### src/rtl/flow_task_sched_if.sv
// Config and task-handshake bundle for flow_task_sched.
// Quota signals exist only when FLOW_TASK_SCHED_QUOTA_EN is defined.
interface flow_task_sched_if #(
    parameter int FLOW_CNT       = 16,
    parameter int FLOW_CNT_WIDTH = (FLOW_CNT == 1) ? 1 : $clog2(FLOW_CNT)
);
    logic                      cfg_wr_i;
    logic [FLOW_CNT_WIDTH-1:0] cfg_flow_i;
    logic                      cfg_en_i;
    logic [15:0]               cfg_size_i;
`ifdef FLOW_TASK_SCHED_QUOTA_EN
    logic [31:0]               cfg_pkt_cnt_i;
    logic [FLOW_CNT-1:0]       flow_done_o;
`endif
    logic [FLOW_CNT_WIDTH-1:0] task_flow_num_o;
    logic [15:0]               task_size_o;
    logic                      task_valid_o;
    logic                      task_ready_i;

    // master: host/generator side; slave: the scheduler
    modport master (
        output cfg_wr_i, cfg_flow_i, cfg_en_i, cfg_size_i,
`ifdef FLOW_TASK_SCHED_QUOTA_EN
        output cfg_pkt_cnt_i,
        input  flow_done_o,
`endif
        output task_ready_i,
        input  task_flow_num_o, task_size_o, task_valid_o
    );
    modport slave (
        input  cfg_wr_i, cfg_flow_i, cfg_en_i, cfg_size_i,
`ifdef FLOW_TASK_SCHED_QUOTA_EN
        input  cfg_pkt_cnt_i,
        output flow_done_o,
`endif
        input  task_ready_i,
        output task_flow_num_o, task_size_o, task_valid_o
    );
endinterface

### src/rtl/flow_task_sched.sv
// Round-robin per-flow packet task scheduler feeding the packet generator.
// Optional per-flow packet quota under FLOW_TASK_SCHED_QUOTA_EN.
module flow_task_sched_entry (
    input  logic        clk_i,
    input  logic        rst_i,
    input  logic        wr_i,
    input  logic        en_i,
    input  logic [15:0] size_i,
`ifdef FLOW_TASK_SCHED_QUOTA_EN
    input  logic [31:0] pkt_cnt_i,
    input  logic        dec_i,
    output logic        done_o,
`endif
    output logic [15:0] size_o,
    output logic        elig_o
);
    logic en;

    always_ff @(posedge clk_i or posedge rst_i) begin
        if (rst_i) begin
            en     <= 1'b0;
            size_o <= '0;
        end else if (wr_i) begin
            en     <= en_i;
            size_o <= size_i;
        end
    end

`ifdef FLOW_TASK_SCHED_QUOTA_EN
    logic        limited;
    logic [31:0] remain;

    // A rewrite in the handshake cycle takes priority over the decrement
    always_ff @(posedge clk_i or posedge rst_i) begin
        if (rst_i) begin
            limited <= 1'b0;
            remain  <= '0;
            done_o  <= 1'b0;
        end else if (wr_i) begin
            limited <= (pkt_cnt_i != '0);
            remain  <= pkt_cnt_i;
            done_o  <= 1'b0;
        end else if (dec_i && limited && remain != '0) begin
            remain <= remain - 32'd1;
            if (remain == 32'd1) done_o <= 1'b1;
        end
    end

    assign elig_o = en && !(limited && remain == '0);
`else
    assign elig_o = en;
`endif
endmodule

module flow_task_sched #(
    parameter int FLOW_CNT       = 16,
    parameter int FLOW_CNT_WIDTH = (FLOW_CNT == 1) ? 1 : $clog2(FLOW_CNT),
    parameter int MIN_PKT_SIZE   = 60,
    parameter int MAX_PKT_SIZE   = 9600
) (
    input  logic              clk_i,
    input  logic              rst_i,
    flow_task_sched_if.slave  bus
);
    typedef enum logic {IDLE, ISSUE} state_t;

    state_t                      state;
    logic [FLOW_CNT_WIDTH-1:0]   last_grant;
    logic [FLOW_CNT_WIDTH-1:0]   task_flow;
    logic [15:0]                 task_size;
    logic                        task_valid;
    logic [FLOW_CNT-1:0]         elig_v;
    logic [FLOW_CNT-1:0][15:0]   size_v;
    logic                        hs;

    assign hs = (state == ISSUE) && bus.task_ready_i;

`ifdef FLOW_TASK_SCHED_QUOTA_EN
    logic [FLOW_CNT-1:0] done_v;
    assign bus.flow_done_o = done_v;
`endif

    for (genvar g = 0; g < FLOW_CNT; g++) begin : g_flow
        // Out-of-range indices match no entry, so such writes fall away
        flow_task_sched_entry u_entry (
            .clk_i     (clk_i),
            .rst_i     (rst_i),
            .wr_i      (bus.cfg_wr_i && (bus.cfg_flow_i == FLOW_CNT_WIDTH'(g))),
            .en_i      (bus.cfg_en_i),
            .size_i    (bus.cfg_size_i),
`ifdef FLOW_TASK_SCHED_QUOTA_EN
            .pkt_cnt_i (bus.cfg_pkt_cnt_i),
            .dec_i     (hs && (task_flow == FLOW_CNT_WIDTH'(g))),
            .done_o    (done_v[g]),
`endif
            .size_o    (size_v[g]),
            .elig_o    (elig_v[g])
        );
    end

    logic                      win_found;
    logic [FLOW_CNT_WIDTH-1:0] win_idx;
    logic [FLOW_CNT_WIDTH-1:0] scan_idx;
    logic [15:0]               win_size;
    logic [15:0]               win_clamped;

    // Search starts just after the last grant and wraps once around
    always_comb begin
        win_found = 1'b0;
        win_idx   = '0;
        scan_idx  = '0;
        for (int i = 1; i <= FLOW_CNT; i++) begin
            scan_idx = FLOW_CNT_WIDTH'((int'(last_grant) + i) % FLOW_CNT);
            if (!win_found && elig_v[scan_idx]) begin
                win_found = 1'b1;
                win_idx   = scan_idx;
            end
        end
    end

    always_comb begin
        win_size = size_v[win_idx];
        if (win_size < 16'(MIN_PKT_SIZE))      win_clamped = 16'(MIN_PKT_SIZE);
        else if (win_size > 16'(MAX_PKT_SIZE)) win_clamped = 16'(MAX_PKT_SIZE);
        else                                   win_clamped = win_size;
    end

    always_ff @(posedge clk_i or posedge rst_i) begin
        if (rst_i) begin
            state      <= IDLE;
            task_valid <= 1'b0;
            task_flow  <= '0;
            task_size  <= '0;
            last_grant <= FLOW_CNT_WIDTH'(FLOW_CNT - 1);
        end else begin
            case (state)
                IDLE: if (win_found) begin
                    task_flow  <= win_idx;
                    task_size  <= win_clamped;
                    task_valid <= 1'b1;
                    state      <= ISSUE;
                end
                ISSUE: if (hs) begin
                    last_grant <= task_flow;
                    task_valid <= 1'b0;
                    state      <= IDLE;
                end
                default: state <= IDLE;
            endcase
        end
    end

    assign bus.task_flow_num_o = task_flow;
    assign bus.task_size_o     = task_size;
    assign bus.task_valid_o    = task_valid;
endmodule

### src/flat_wrapper.sv
// flat-port wrapper written by rule: the top's interface ports become plain ports
module flow_task_sched_flat 
#(
    parameter int FLOW_CNT       = 16,
    parameter int FLOW_CNT_WIDTH = (FLOW_CNT == 1) ? 1 : $clog2(FLOW_CNT),
    parameter int MIN_PKT_SIZE   = 60,
    parameter int MAX_PKT_SIZE   = 9600
)
  (clk_i, rst_i, bus_cfg_wr_i, bus_cfg_flow_i, bus_cfg_en_i, bus_cfg_size_i, bus_task_ready_i, bus_task_flow_num_o, bus_task_size_o, bus_task_valid_o);
  flow_task_sched_if #(.FLOW_CNT(FLOW_CNT), .FLOW_CNT_WIDTH(FLOW_CNT_WIDTH)) bus_i ();
  input  logic clk_i;
  input  logic rst_i;
  input wire logic [$bits(bus_i.cfg_wr_i)-1:0] bus_cfg_wr_i;
  input wire logic [$bits(bus_i.cfg_flow_i)-1:0] bus_cfg_flow_i;
  input wire logic [$bits(bus_i.cfg_en_i)-1:0] bus_cfg_en_i;
  input wire logic [$bits(bus_i.cfg_size_i)-1:0] bus_cfg_size_i;
  input wire logic [$bits(bus_i.task_ready_i)-1:0] bus_task_ready_i;
  output wire logic [$bits(bus_i.task_flow_num_o)-1:0] bus_task_flow_num_o;
  output wire logic [$bits(bus_i.task_size_o)-1:0] bus_task_size_o;
  output wire logic [$bits(bus_i.task_valid_o)-1:0] bus_task_valid_o;
  assign bus_i.cfg_wr_i = bus_cfg_wr_i;
  assign bus_i.cfg_flow_i = bus_cfg_flow_i;
  assign bus_i.cfg_en_i = bus_cfg_en_i;
  assign bus_i.cfg_size_i = bus_cfg_size_i;
  assign bus_i.task_ready_i = bus_task_ready_i;
  assign bus_task_flow_num_o = bus_i.task_flow_num_o;
  assign bus_task_size_o = bus_i.task_size_o;
  assign bus_task_valid_o = bus_i.task_valid_o;
  flow_task_sched #(.FLOW_CNT(FLOW_CNT), .FLOW_CNT_WIDTH(FLOW_CNT_WIDTH), .MIN_PKT_SIZE(MIN_PKT_SIZE), .MAX_PKT_SIZE(MAX_PKT_SIZE)) u_core (.clk_i(clk_i), .rst_i(rst_i), .bus(bus_i));
endmodule
### config.mk
export PLATFORM = sky130hd
export DESIGN_NAME = flow_task_sched_flat
export DESIGN_NICKNAME = d
export VERILOG_FILES = /design/src/rtl/flow_task_sched_if.sv /design/src/rtl/flow_task_sched.sv /design/src/flat_wrapper.sv
export SDC_FILE = /design/constraint.sdc
export NUM_CORES = 1
export LEC_CHECK = 0
export BUFFER_PORTS_ARGS = -buffer_cell sky130_fd_sc_hd__buf_2
export CAP_MARGIN = 20
export CORE_ASPECT_RATIO = 0.75
export CORE_UTILIZATION = 45
export CTS_CLUSTER_DIAMETER = 200
export DETAILED_ROUTE_END_ITERATION = 10
export GPL_TIMING_DRIVEN = 0
export PLACE_DENSITY = 0.6
export SLEW_MARGIN = 25
export SYNTH_ARGS = -nofsm -noshare
export SYNTH_HDL_FRONTEND = slang
export SYNTH_SLANG_ARGS = --single-unit
### constraint.sdc
create_clock -name clk_i -period 12.05 [get_ports clk_i]
set_input_delay 1.205 -clock clk_i [delete_from_list [all_inputs] [get_ports clk_i]]
set_output_delay 1.205 -clock clk_i [all_outputs]
set_load 0.1 [all_outputs]
; Word-level counts from Yosys, hierarchy flattened
; Index checks and enable logic that the tools add are counted.
[classes]
add_sub_neg = 16
magnitude_cmp = 19
eq_ne = 17
mux = 74
n_bitwise = 1
n_reduce_logical = 51
[ops]
columns = operator, n
row1 = < comparator 4 x 5 -> 1 bit (second input constant), 17
row2 = binary-select mux 1 bit (select 4 bit), 16
row3 = binary-select mux 16 bit (select 4 bit), 1
row4 = two-way mux 4 bit, 16
row5 = two-way mux 16 bit, 3
row6 = two-way mux 1 bit, 36
row7 = adder 4 bit (second input constant), 8
row8 = equality test 4 bit (second input constant), 8
row9 = logical AND 1 bit, 32
row10 = adder 4 x 3 -> 4 bit (second input constant), 4
row11 = equality test 4 x 3 -> 1 bit (second input constant), 4
row12 = > comparator 16 x 14 -> 1 bit (second input constant), 1
row13 = < comparator 16 x 6 -> 1 bit (second input constant), 1
row14 = zero test 1 bit, 15
row15 = adder 4 x 1 -> 4 bit (second input constant), 2
row16 = adder 4 x 2 -> 4 bit (second input constant), 2
row17 = equality test 4 x 2 -> 1 bit (second input constant), 2
row18 = AND reduction 2 bit, 3
row19 = equality test 4 x 1 -> 1 bit (second input constant), 1
row20 = zero test 4 bit, 1
row21 = case mux 1 bit (2 select lines), 2
row22 = inequality test 2 x 1 -> 1 bit (second input constant), 1
row23 = inequality test 2 bit (second input constant), 1
row24 = inverter 1 bit, 1
[word_totals]
ff_bits = 298
output_inout_bits = 21

; Longest topological paths before layout
[logic_depth]
ltp_word = 54
mapped_depth = 28
ltp_nobuf = 17

; Modules after synthesis
; A second synthesis with hierarchy kept.
[unflattened]
hier_cells = 1537
area_unflattened_um2 = 18431.4
[by_module_without_submodules]
columns = module, n_inst, cells_per_inst, area_each_um2, seq_area_each_um2
row1 = flow_task_sched_entry, 16, 37, 689.4, 425.4
row2 = flow_task_sched, 1, 945, 7400.8, 655.6

; Least setup slack after synthesis
; OpenSTA, ideal clock, no wires.
[synth_timing]
path_kind = register -> register
startpoint = reg u_core.last_grant[0]
endpoint = reg u_core.task_size[0], in the netlist u_core.bus.task_size_o[0]
setup_ns = 0.071
arrival_time_ns = 6.903
required_time_ns = 11.979
path_slack_ns = 5.076
stages_incl_launch_ff = 27
synth_period_minus_slack_ns = 6.974
cell_sequence = dfstp_2 > buf_6 > buf_6 > buf_2 > clkinv_1 > buf_1 > clkbuf_1 > clkbuf_1 > ha_1 > buf_6 > mux4_2 > mux4_2 > or4_4 > buf_6 > or4_4 > o21ai_2 > a2bb2oi_4 > buf_2 > buf_2 > mux2i_1 > mux2i_1 > a32oi_1 > nand3_1 > nor3_1 > nand2_1 > a211oi_4 > a32o_1
[synth_via]
elab_chain_cells = 54
elab_cells_between_ends = 117
[synth_lines]
columns = element, line_no
row1 = start: declaration, flow_task_sched.sv:68  ; logic [FLOW_CNT_WIDTH-1:0] last_grant;
row2 = start signal: assignment, flow_task_sched.sv:134  ; last_grant <= FLOW_CNT_WIDTH'(FLOW_CNT - 1);
row3 = start signal: assignment, flow_task_sched.sv:144  ; last_grant <= task_flow;
row4 = adder 4 x 1 -> 4 bit, flow_task_sched.sv:113  ; scan_idx = FLOW_CNT_WIDTH'((int'(last_grant) + i) % FLOW_CNT);
row5 = binary-select mux 1 bit (select 4 bit), flow_task_sched.sv:114  ; if (!win_found && elig_v[scan_idx]) begin
row6 = two-way mux 1 bit (implied by the code), flow_task_sched.sv:114
row7 = two-way mux 1 bit, flow_task_sched.sv:114
row8 = zero test 1 bit, flow_task_sched.sv:114
row9 = logical AND 1 bit, flow_task_sched.sv:114
row10 = two-way mux 1 bit, flow_task_sched.sv:114
row11 = zero test 1 bit, flow_task_sched.sv:114
row12 = [38 not listed], --
row13 = zero test 1 bit, flow_task_sched.sv:114
row14 = logical AND 1 bit, flow_task_sched.sv:114
row15 = two-way mux 4 bit, flow_task_sched.sv:114
row16 = binary-select mux 16 bit (select 4 bit), flow_task_sched.sv:122  ; win_size = size_v[win_idx];
row17 = two-way mux 16 bit (implied by the code), flow_task_sched.sv:122
row18 = > comparator 16 x 14 -> 1 bit, flow_task_sched.sv:124  ; else if (win_size > 16'(MAX_PKT_SIZE)) win_clamped = 16'(MAX_PKT_SIZE);
row19 = two-way mux 16 bit, flow_task_sched.sv:124
row20 = two-way mux 16 bit, flow_task_sched.sv:123  ; if (win_size < 16'(MIN_PKT_SIZE)) win_clamped = 16'(MIN_PKT_SIZE);
row21 = end signal: assignment, flow_task_sched.sv:139  ; task_size <= win_clamped;
row22 = end: declaration, flow_task_sched.sv:70  ; logic [15:0] task_size;
; Several ways; a longest one is shown, not always the timed one. The select of a mux whose other input is x is not followed.
; A chain may end at the register's enable or synchronous reset.

; Worst setup path after layout
[layout_timing]
startpoint = reg u_core.last_grant[0]
endpoint = reg u_core.task_size[1], in the netlist u_core.bus.task_size_o[1]
; The elaborated chain is that of the path after synthesis.

==> impl_metrics.tcl <==
set metrics [dict create \
    critPathArrivalTime_ps 10370 \
    synthToLayoutAreaGrowth_pct 11.88 \
    use_met2_pct 43.32 \
    cts.sinks 298 \
    cts_tree "done" \
    synth_warnings 0 \
    first_iter_violations 1580 \
    start_util_pct 45.84 \
    post_cts_buffers 0 \
    startpoint_type "flip-flop" \
    cts_buffers 34 \
    path_class "flip-flop to flip-flop" \
    firstDrtPassIters 5 \
    grt_util_met1_pct 44.82 \
    drt_wl_total_um 59820 \
    fp.dieH_um 173.5 \
    synthCells 1582 \
    synth_fa_ha_area_share_pct 0.5675 \
    root_buffer "clkbuf_16" \
    grt_pass1_vias 13920 \
    grt_use_met3_pct 7.286 \
    synthSimpleGateAreaFrac_pct 10.36 \
    place_hpwl_um 41310 \
    gp_congestion 0.9321 \
    rsz0062_at_grt "no" \
    fmax_mhz 100.9 \
    final_cell_mix "mux2_2, dfrtp_1, nand2_1, mux2i_1, clkbuf_1" \
    htree_num_levels 2 \
    hold_path.class "flip-flop to flip-flop" \
    ys_types 84 \
    grt.busiest_layer "met1" \
    status "finished, final reports clean" \
    r2r-start "u_core.last_grant[0]" \
    required_ps 12510 \
    grt-ovfl-total 0 \
    cts_buffer_depth 3 \
    drv_slew 0 \
    die_area_sq_um 40000 \
    grt_first_pass_wirelength_um 90440 \
    via_count 14300 \
    seq_area_frac_synth_pct 42.31 \
    ys.flop_type "dfrtp_1" \
    place_inst 2140 \
    nNetsFinal 1697 \
    insertion_delay_ps 530 \
    antenna_left 0 \
    final_cell_count_no_fill 2201 \
    setup_viol 0 \
    worst_slack_ps 2135 \
    rrSetupSlack_ps 2130 \
    drv_cap 0 \
    reg2reg_to "u_core.bus.task_size_o[1]" \
    max_slew_margin_pct 23.05 \
    clkTransAtPathRegs_ps 60 \
    syn-num-nets 1615 \
    dieWidth_um 230.6 \
    hold_viol 0 \
    endpoint "u_core.bus.task_size_o[1]" \
    num_io_pins 46 \
    place_ws_ps 2535 \
    tns_ps 0 \
    synth_edf_count 0 \
    hold_buffers 0 \
    cts_resized 0 \
    drc_errors 0 \
    skew_ps 14.77 \
    fp-row-count 62 \
    syn_area_per_cell_sq_um 11.15 \
    antenna_found_initial 0 \
    finalCritPeriodShare_pct 82.28 \
    synth-seq-cells 298 \
    period_needed_ps 9915 \
    wire_per_inst_um 27.18 \
    synth_xor_area_share_pct 0.5462 \
    worst_slew_pin_slew_ps 1154 \
    endpoint_kind "flip-flop" \
    drive_gt1_share_pct 30.85 \
    grt_max_degree 99 \
    viasPerCell 6.495 \
    path_max_fanout 10 \
    core_sq_um 38480 \
    final_common_cell "mux2_2" \
    synth_mux_area_share_pct 29.33 \
    numPortBuffers 43 \
    reg2reg_depth 25 \
    syn_area_sq_um 17640 \
    synth_top_family_by_area "multiplexers" \
    track_usage_pct 30.08 \
    synth_compound_area_share_pct 13.48 \
    synthArstFlopShare_pct 100.0 \
    crit_start "u_core.last_grant[0]" \
    diodes 0 \
]
routing by layer:
layer | vias to the layer above | share of wire (%)
met3 | 106 | 8.6
met5 | - | 0
met4 | 0 | 2.6
li1 | 6170 | -
met2 | 598 | 43
met1 | 7422 | 46
worst max-delay path, cell delays in order, from the launching register on:
cell      delay [ps]
dfstp_2          540
buf_6            150
buf_6            160
buf_2            310
clkinv_1         360
buf_1            450
clkbuf_1         440
clkbuf_1         410
ha_1             530
buf_6            220
mux4_2           540
mux4_2           610
nor4_1           700
a221oi_1         230
o21ai_1          770
o22ai_2          440
clkbuf_1         480
buf_2            360
nand2_1          100
a21oi_1           60
o21ai_0          250
nand4_1          460
nor4_1           380
nand2_1          160
a211oi_4         440
a32o_1           250
layout make-up:
cell class | count | area [sq um]
clock inverter | 11 | 93.84
fill | 3519 | 18740
tap | 512 | 640.6
timing repair buffer | 46 | 297.8
sequential | 298 | 7462
inverter | 13 | 56.30
multi-input combinational | 1151 | 9597
buffer | 120 | 554.3
clock buffer | 50 | 1032
sequential cells by signal, indices dropped and copies added (netlist names):
register                      flops
u_core.bus.task_size_o           16
u_core.state                      1
u_core.last_grant                 4
u_core.bus.task_valid_o           1
u_core.g_flow.u_entry.size_o    256
u_core.bus.task_flow_num_o        4
u_core.g_flow.u_entry.elig_o     16
logic make-up (layout without fill, tap and decap cells):
kind of cell | after synthesis | in the layout
muxes | 429 | 429
buffers and inverters | 133 | 240
and+or+nand+nor | 375 | 375
adders and majority gates | 8 | 8
xor gates and xnor gates | 11 | 11
DFF | 298 | 298
AOI/OAI and AO/OA | 328 | 328
synth_stat cells, types with 11 or more instances:
cell type / instances / area, sq um
inv_1: 11 / 41.29
a21oi_1: 48 / 240.2
mux2_2: 309 / 3480
nand3_1: 25 / 125.1
o211ai_1: 36 / 270.3
o221ai_1: 32 / 280.3
nand2b_1: 17 / 106.4
nor2_1: 66 / 247.7
clkbuf_1: 71 / 266.5
mux2i_1: 82 / 820.8
nand2_1: 155 / 581.8
o21ai_0: 57 / 285.3
buf_2: 28 / 140.1
mux4_2: 30 / 675.7
and3_1: 17 / 106.4
nand4_1: 18 / 112.6
a31oi_1: 14 / 87.58
a211oi_1: 15 / 112.6
dfrtp_1: 294 / 7357
nor3_1: 17 / 85.08
o22ai_1: 25 / 156.4
worst min-delay path by stage:
| stage | to | cells after the start | startpoint |
|---|---|---|---|
| 3_3_place_gp | u_core.bus.task_size_o[13] | 1 | u_core.bus.task_size_o[13] |
| 5_1_grt | u_core.bus.task_size_o[13] | 1 | u_core.bus.task_size_o[13] |
| 4_1_cts | u_core.bus.task_size_o[13] | 1 | u_core.bus.task_size_o[13] |
| 3_5_place_dp | u_core.bus.task_size_o[13] | 1 | u_core.bus.task_size_o[13] |
| 6_report | u_core.bus.task_size_o[13] | 1 | u_core.bus.task_size_o[13] |
| 2_1_floorplan | u_core.bus.task_valid_o | 1 | u_core.state |
per-stage QoR:
step                      util, %  cell area (sq um)  hold WS, ps
after floorplan                 -              17640        452.9
after global placement      48.07              18490        459.7
after detailed placement    48.36              18610        466.5
after CTS                   51.29              19730        480.2
after global routing        51.29              19730        495.0
final                       51.29              19730        474.1
Power is left out: the tool's default activity adds up to more than one toggle a clock period on the data nets, which glitch-free logic cannot reach.
